File: src/rtl/ex_div_unit.sv
// rtl/ex_div_unit.sv - iterative 32-bit restoring divider (DIV/DIVU) for the EX stage
// Optional macro DIV_FAST_ZERO_EN: zero divisor/dividend completes one cycle after start.
module ex_div_unit (
  input  logic        clk,
  input  logic        rst,
  input  logic        start,
  input  logic        signed_op,
  input  logic [31:0] dividend,
  input  logic [31:0] divisor,
  input  logic        cancel,
  output logic        busy,
  output logic        done,
  output logic [31:0] quotient,
  output logic [31:0] remainder,
  output logic        stall_req
);

  typedef enum logic [1:0] {IDLE, BUSY, DONE} state_t;

  state_t      state, state_next;
  logic [4:0]  cnt;
  logic [31:0] part_rem;
  logic [31:0] quo_sh;
  logic [31:0] dvsr;
  logic [31:0] raw_dividend;
  logic        neg_q, neg_r, div_zero;

  logic [31:0] abs_dividend, abs_divisor;
  logic [32:0] shifted;
  logic        fits;
  logic [31:0] diff;
  logic [31:0] rem_next, quo_next;
  logic [31:0] fin_q, fin_r;
  logic        fast_zero;
  logic [31:0] fast_q, fast_r;

  // One restoring step: shift {rem, quo} left, trial-subtract the divisor.
  always_comb begin
    abs_dividend = (signed_op && dividend[31]) ? -dividend : dividend;
    abs_divisor  = (signed_op && divisor[31])  ? -divisor  : divisor;
    shifted      = {part_rem, quo_sh[31]};
    fits         = (shifted >= {1'b0, dvsr});
    diff         = shifted[31:0] - dvsr;
    rem_next     = fits ? diff : shifted[31:0];
    quo_next     = {quo_sh[30:0], fits};
    fin_q        = div_zero ? 32'hFFFF_FFFF : (neg_q ? -quo_next : quo_next);
    fin_r        = div_zero ? raw_dividend  : (neg_r ? -rem_next : rem_next);
  end

`ifdef DIV_FAST_ZERO_EN
  always_comb begin
    fast_zero = start && ((divisor == 32'd0) || (dividend == 32'd0));
    fast_q    = (divisor == 32'd0) ? 32'hFFFF_FFFF : 32'd0;
    fast_r    = (divisor == 32'd0) ? dividend      : 32'd0;
  end
`else
  always_comb begin
    fast_zero = 1'b0;
    fast_q    = 32'd0;
    fast_r    = 32'd0;
  end
`endif

  always_ff @(posedge clk) begin
    if (rst) state <= IDLE;
    else     state <= state_next;
  end

  always_comb begin
    state_next = state;
    busy       = (state == BUSY);
    done       = (state == DONE);
    stall_req  = (start && (state == IDLE)) || (state == BUSY);
    case (state)
      IDLE:    if (start) state_next = fast_zero ? DONE : BUSY;
      BUSY:    if (cnt == 5'd31) state_next = DONE;
      DONE:    state_next = IDLE;
      default: state_next = IDLE;
    endcase
    if (cancel) state_next = IDLE;
  end

  always_ff @(posedge clk) begin
    if (rst) begin
      cnt          <= 5'd0;
      part_rem     <= 32'd0;
      quo_sh       <= 32'd0;
      dvsr         <= 32'd0;
      raw_dividend <= 32'd0;
      neg_q        <= 1'b0;
      neg_r        <= 1'b0;
      div_zero     <= 1'b0;
      quotient     <= 32'd0;
      remainder    <= 32'd0;
    end else if (cancel) begin
      cnt <= 5'd0;
    end else begin
      case (state)
        IDLE: begin
          if (start) begin
            neg_q        <= signed_op && (dividend[31] ^ divisor[31]);
            neg_r        <= signed_op && dividend[31];
            dvsr         <= abs_divisor;
            quo_sh       <= abs_dividend;
            part_rem     <= 32'd0;
            raw_dividend <= dividend;
            div_zero     <= (divisor == 32'd0);
            cnt          <= 5'd0;
            if (fast_zero) begin
              quotient  <= fast_q;
              remainder <= fast_r;
            end
          end
        end
        BUSY: begin
          part_rem <= rem_next;
          quo_sh   <= quo_next;
          cnt      <= cnt + 5'd1;
          // Last iteration: results go straight to the output registers.
          if (cnt == 5'd31) begin
            quotient  <= fin_q;
            remainder <= fin_r;
          end
        end
        default: ;
      endcase
    end
  end

endmodule

File: config.mk
export PLATFORM = sky130hd
export DESIGN_NAME = ex_div_unit
export DESIGN_NICKNAME = d
export VERILOG_FILES = /design/src/rtl/ex_div_unit.sv
export SDC_FILE = /design/constraint.sdc
export NUM_CORES = 1
export LEC_CHECK = 0
export CAP_MARGIN = 20
export CORE_UTILIZATION = 34
export DETAILED_ROUTE_END_ITERATION = 10
export HOLD_SLACK_MARGIN = 0.03
export PLACE_DENSITY = 0.61
export SYNTH_ARGS = -nofsm -noshare
export SYNTH_HDL_FRONTEND = slang
export SYNTH_SLANG_ARGS = --single-unit
File: constraint.sdc
create_clock -name clk -period 9.25 [get_ports clk]
set_clock_uncertainty 0.05 [all_clocks]
set_input_delay 1.85 -clock clk [delete_from_list [all_inputs] [get_ports clk]]
set_output_delay 1.85 -clock clk [all_outputs]
set_load 0.02 [all_outputs]
Word-level counts from Yosys, hierarchy flattened --
Cells that the tools add are included.
Operators by class: multiplexer cells 16, $lt $le $gt $ge 1, bitwise operators 2, reductions and logical operators 14, eq/ne operators 5, add/sub/neg operators 6
Operators by type and width (number):
- $mux 32 | 9
- $neg 32->32 | 4
- $pmux 32 s2 | 2
- $ge 33x32->1 | 1
- $logic_not 32->1 | 1
- $sub 32x32->32 | 1
- $pmux 5 s2 | 1
- $reduce_and 3->1 | 3
- $add 5x1->5 const B | 1
- $eq 5x5->1 const B | 1
- $mux 5 | 1
- $logic_and 1x1->1 | 4
- $mux 2 | 2
- $pmux 2 s2 | 1
- $reduce_and 2->1 | 2
- $eq 2x1->1 const B | 1
- $eq 2x2->1 const B | 1
- $logic_not 2->1 | 1
- $ne 2x1->1 const B | 1
- $ne 2x2->1 const B | 1
- $reduce_bool 2->1 | 1
- $reduce_or 2->1 | 1
- $logic_or 1x1->1 | 1
- $not 1->1 | 1
- $xor 1x1->1 | 1
Storage, ports and cells: input bits 69, word-level logic and storage cells 55, output and inout bits 67, bits in registers 202

Logic depth before layout (Yosys ltp) --
depth after elaboration 5, depth in mapped cells 23, gate-level depth less buffers 18

Worst setup path after synthesis --
No wires, ideal clock.
path kind register to register, from reg part_rem[6], to reg remainder[12], path buffers 4, setup time 91 ps, cell stages (with the launch flop) 21, required time 9109 ps, arrival 4408 ps, path slack 4701 ps, period minus slack after synthesis 4549 ps, cell sequence dfxtp_1 ha_1 buf_4 and2_2 a21oi_1 or3_1 a31o_2 nand3_4 buf_2 buf_2 buf_1 nand2_1 o21ai_0 ha_1 nand2_1 nor2_1 nand4bb_1 o32a_1 and3_1 or3_1 a311oi_1
On the way: cells in the longest elaborated chain, start to end 5, elaborated cells on any way between the ends 6, those cells by class 2 x add/sub; 1 x order compare; 3 x mux
RTL lines:
- start: declaration | RTL line 22 | logic [31:0] part_rem;
- start signal: assignment | RTL line 116 | part_rem <= rem_next;
- $sub 32x32->32 or $ge 33x32->1 (tied branches) | RTL line 43, 42
- $mux 32 (*) | RTL line 44 | rem_next = fits ? diff : shifted[31:0];
- $neg 32->32 | RTL line 47 | fin_r = div_zero ? raw_dividend : (neg_r ? -rem_next : rem_next);
- $mux 32 (*) (2 in a row) | RTL line 47
- end signal: assignment | RTL line 111 | remainder <= fast_r;
- end signal: assignment | RTL line 122 | remainder <= fin_r;
- end: declaration | RTL line 14 | output logic [31:0] remainder,
Every way passes the cells marked *; elsewhere a longest branch is shown, timed or not. A chain may end at the register's enable or synchronous reset.

Worst setup path after layout --
from in start, to out stall_req
On the way: cells in the longest elaborated chain, start to end 2
RTL lines:
- start: declaration | RTL line 6 | input logic start,
- $logic_and 1x1->1 | RTL line 73 | stall_req = (start && (state == IDLE)) || (state == BUSY);
- $logic_or 1x1->1 | RTL line 73
- end: declaration | RTL line 15 | output logic stall_req
No other way between the ends.

==> flow_summary.yaml <==
yosys:
  synthTopCellsByArea: "dfxtp_1 31%, a21oi_1 6.7%, nor2_1 6.2%, nand2_1 5.8%, xor2_1 5.0%"
  syn_inst: 1741
  synth_seq_cells: 202
  avgSynthCellArea_um2: 7.446
  synth_ff_type: "dfxtp_1"
  syn_area_um2: 12960
  async_flop_share: 0
  ys_seq_area_frac: 0.3119
  yosys_warnings: 0
  synth_top_cell_by_area: "dfxtp_1"
  syn-num-nets: 1849
  synth_cell_type_count: 80
  synth_most_common_cell: "nor2_1"
  netlist.area_leader.share: 0.3119
  synth-edff-count: 0
  synth_common_cells: "213 x nor2_1, 202 x dfxtp_1, 201 x nand2_1"
placed_design:
  post-place-ws_ns: 3.635
  portBuffers: 135
  place_congestion: 0.9503
  dpl.hpwl_um: 32830
sta:
  setup_tns_ns: 0
  worst_slew_pin_slew_ns: 1.039
  layout_min_cycle_time_ns: 5.447
  worst_slack_ns: 3.803
  finalHoldViolations: 0
  fin_crit_sh: 0.5889
  rsz0062_at_grt: "false"
  holdWs_ns: 0.4055
  fmaxAchievable_ghz: 0.1836
  maxSlewHeadroom: 0.3065
  setup_viol: 0
  drv_slew: 0
cells_and_area:
  nets: 1908
  drive_gt1_frac: 0.05110
  syn_to_final_growth_pct: 19.62
  fill_cells: 3846
  diodes: 0
  seqCellArea_um2: 4045
  multiInputGateArea_um2: 8267
clock_tree:
  holdBufCountCts: 0
  root_buffer: "clkbuf_16"
  tritoncts: "built"
  cts.sinks: 202
  clkLatencyLatePin_ns: 0.55
  cts_made_buffers: 26
  htreeDepth: 1
  postCtsSetupBuffers: 0
  clk_path_buf_depth: 3
  path_clk_slew_ns: 0.06
  cts-resized-gates: 0
global_route:
  grt_max_degree: 98
  first_global_vias: 12130
  grt_first_pass_wirelength_um: 68480
  antenna_found_initial: 1
  grt_overflow: 0
  grt.total_usage: 0.2218
worst_hold_path:
  min_path_cells: 2
  hold_start: "raw_dividend[15]"
  hold_path.class: "register to register"
  holdPathEnd: "raw_dividend[15]"
detailed_routing:
  wl_per_cell_um: 18.87
  ant_nets: 0
  wirelength_um: 43980
  drtIter0Drc: 1356
  viasPerCell: 5.657
  dr.pass1.iters: 5
  remaining_drc_errors: 0
  vias: 13190
critical_path:
  reg2regPathDepth: 15
  r2r_start: "part_rem[7]"
  cp_max_fo: 4
  cp.arrival_ns: 3.55
  endpoint_kind: "primary output"
  critPathRequiredTime_ns: 7.35
  cp-start-kind: "primary input"
  regToRegSetupSlack_ns: 3.96
  path_class: "primary input to primary output"
  r2r-end: "remainder[24]"
die:
  die_h_um: 197.3
  core_um2: 37580
  start_util: 0.3450
  io_pins: 136
  num_rows: 71
  die_width_um: 197.3
  die_area_um2: 38910
power_and_ir_drop:
  leakage_nw: 5.726
  p_total_mw: 2.474
  vdd_drop_max_mv: 0.1439
  pwr_density_cell_nw_per_um2: 159.5
outcome:
  outcome: "finished, final reports clean"
job:
  cap_violations: 0
[worst max path at each step]
stage	end	slack (ns)	start
final	stall_req	3.80	start
after global routing	remainder[18]	3.51	part_rem[5]
after CTS	stall_req	3.80	start
after detailed placement	dvsr[29]	3.63	divisor[2]
after global placement	quotient[1]	3.11	cancel
after floorplan	remainder[12]	4.70	part_rem[6]
[layer usage]
metal,GRT usage,up-vias,wire length [µm]
met3,0.02459,65,2489
met5,0,-,0
li1,-,6380,-
met2,0.3401,425,19270
met4,0.06316,0,1119
met1,0.3245,6316,21100
[worst max-delay path: stages]
cell,delay (ns)
clkdlybuf4s50_1,0.57
nor2_1,0.08
or2_2,0.31
inv_1,0.12
clkdlybuf4s50_1,0.62
[layout make-up]
cell class	count	area share
sequential	202	0.2609
inverter	53	0.01299
clock inverter	10	0.008633
clock buffer	38	0.04938
timing repair buffer	149	0.09384
multi-input combinational	1368	0.5331
tap	511	0.04123
[state kept, by name (all words and copies together), names as in the netlist, 2 cells and up]
| register | cells |
|---|---|
| state | 2 |
| part_rem | 32 |
| raw_dividend | 32 |
| dvsr | 32 |
| remainder | 32 |
| quotient | 32 |
| quo_sh | 32 |
| cnt | 5 |
[logic make-up (layout without fill, tap and decap cells)]
family | count (synthesis) | in the layout | synth area share
flip-flops | 202 | 202 | 0.3119
AO/OA/AOI/OAI | 548 | 548 | 0.2695
multiplexers | 23 | 23 | 0.01805
buffers and inverters | 171 | 250 | 0.05221
AND/OR/NAND/NOR | 635 | 635 | 0.2270
XOR/XNOR | 123 | 123 | 0.08310
adder cells (fa/ha/maj) | 39 | 39 | 0.03822
[where the power goes]
group | switching, mW | internal, mW | leakage, nW
sequential | 0.0253 | 0.897 | 1.64
clock | 0.421 | 0.633 | 0.442
combinational | 0.319 | 0.178 | 3.64
[layout by cell type, fill, tap and decap left out, types with 11 or more instances in the layout]
cell type,count
ha_1,38
a22oi_1,18
nor3_1,56
xnor2_1,49
inv_1,50
or4_1,11
o31ai_1,29
a211oi_1,56
nand3_1,21
and2_1,16
a21oi_1,174
or3_1,24
dfxtp_1,201
and3_1,11
o211ai_1,26
nor2_1,212
nand2b_1,11
o41ai_1,12
xor2_1,74
nor4_1,13
buf_4,13
clkbuf_16,26
a31oi_1,15
o21ai_0,123
mux2i_1,20
nand4_1,17
nand2_1,201
a311oi_1,15
clkdlybuf4s50_1,134
[stage by stage]
stage            util  std cells  area (µm²)
6_report       0.4127       2331       15510
4_1_cts        0.4125       2330       15500
2_1_floorplan       -       1741       12960
3_5_place_dp   0.3885       2282       14600
5_1_grt        0.4127       2331       15510
3_3_place_gp   0.3881       2280       14580
No activity file was read; power rests on OpenSTA's default activity.
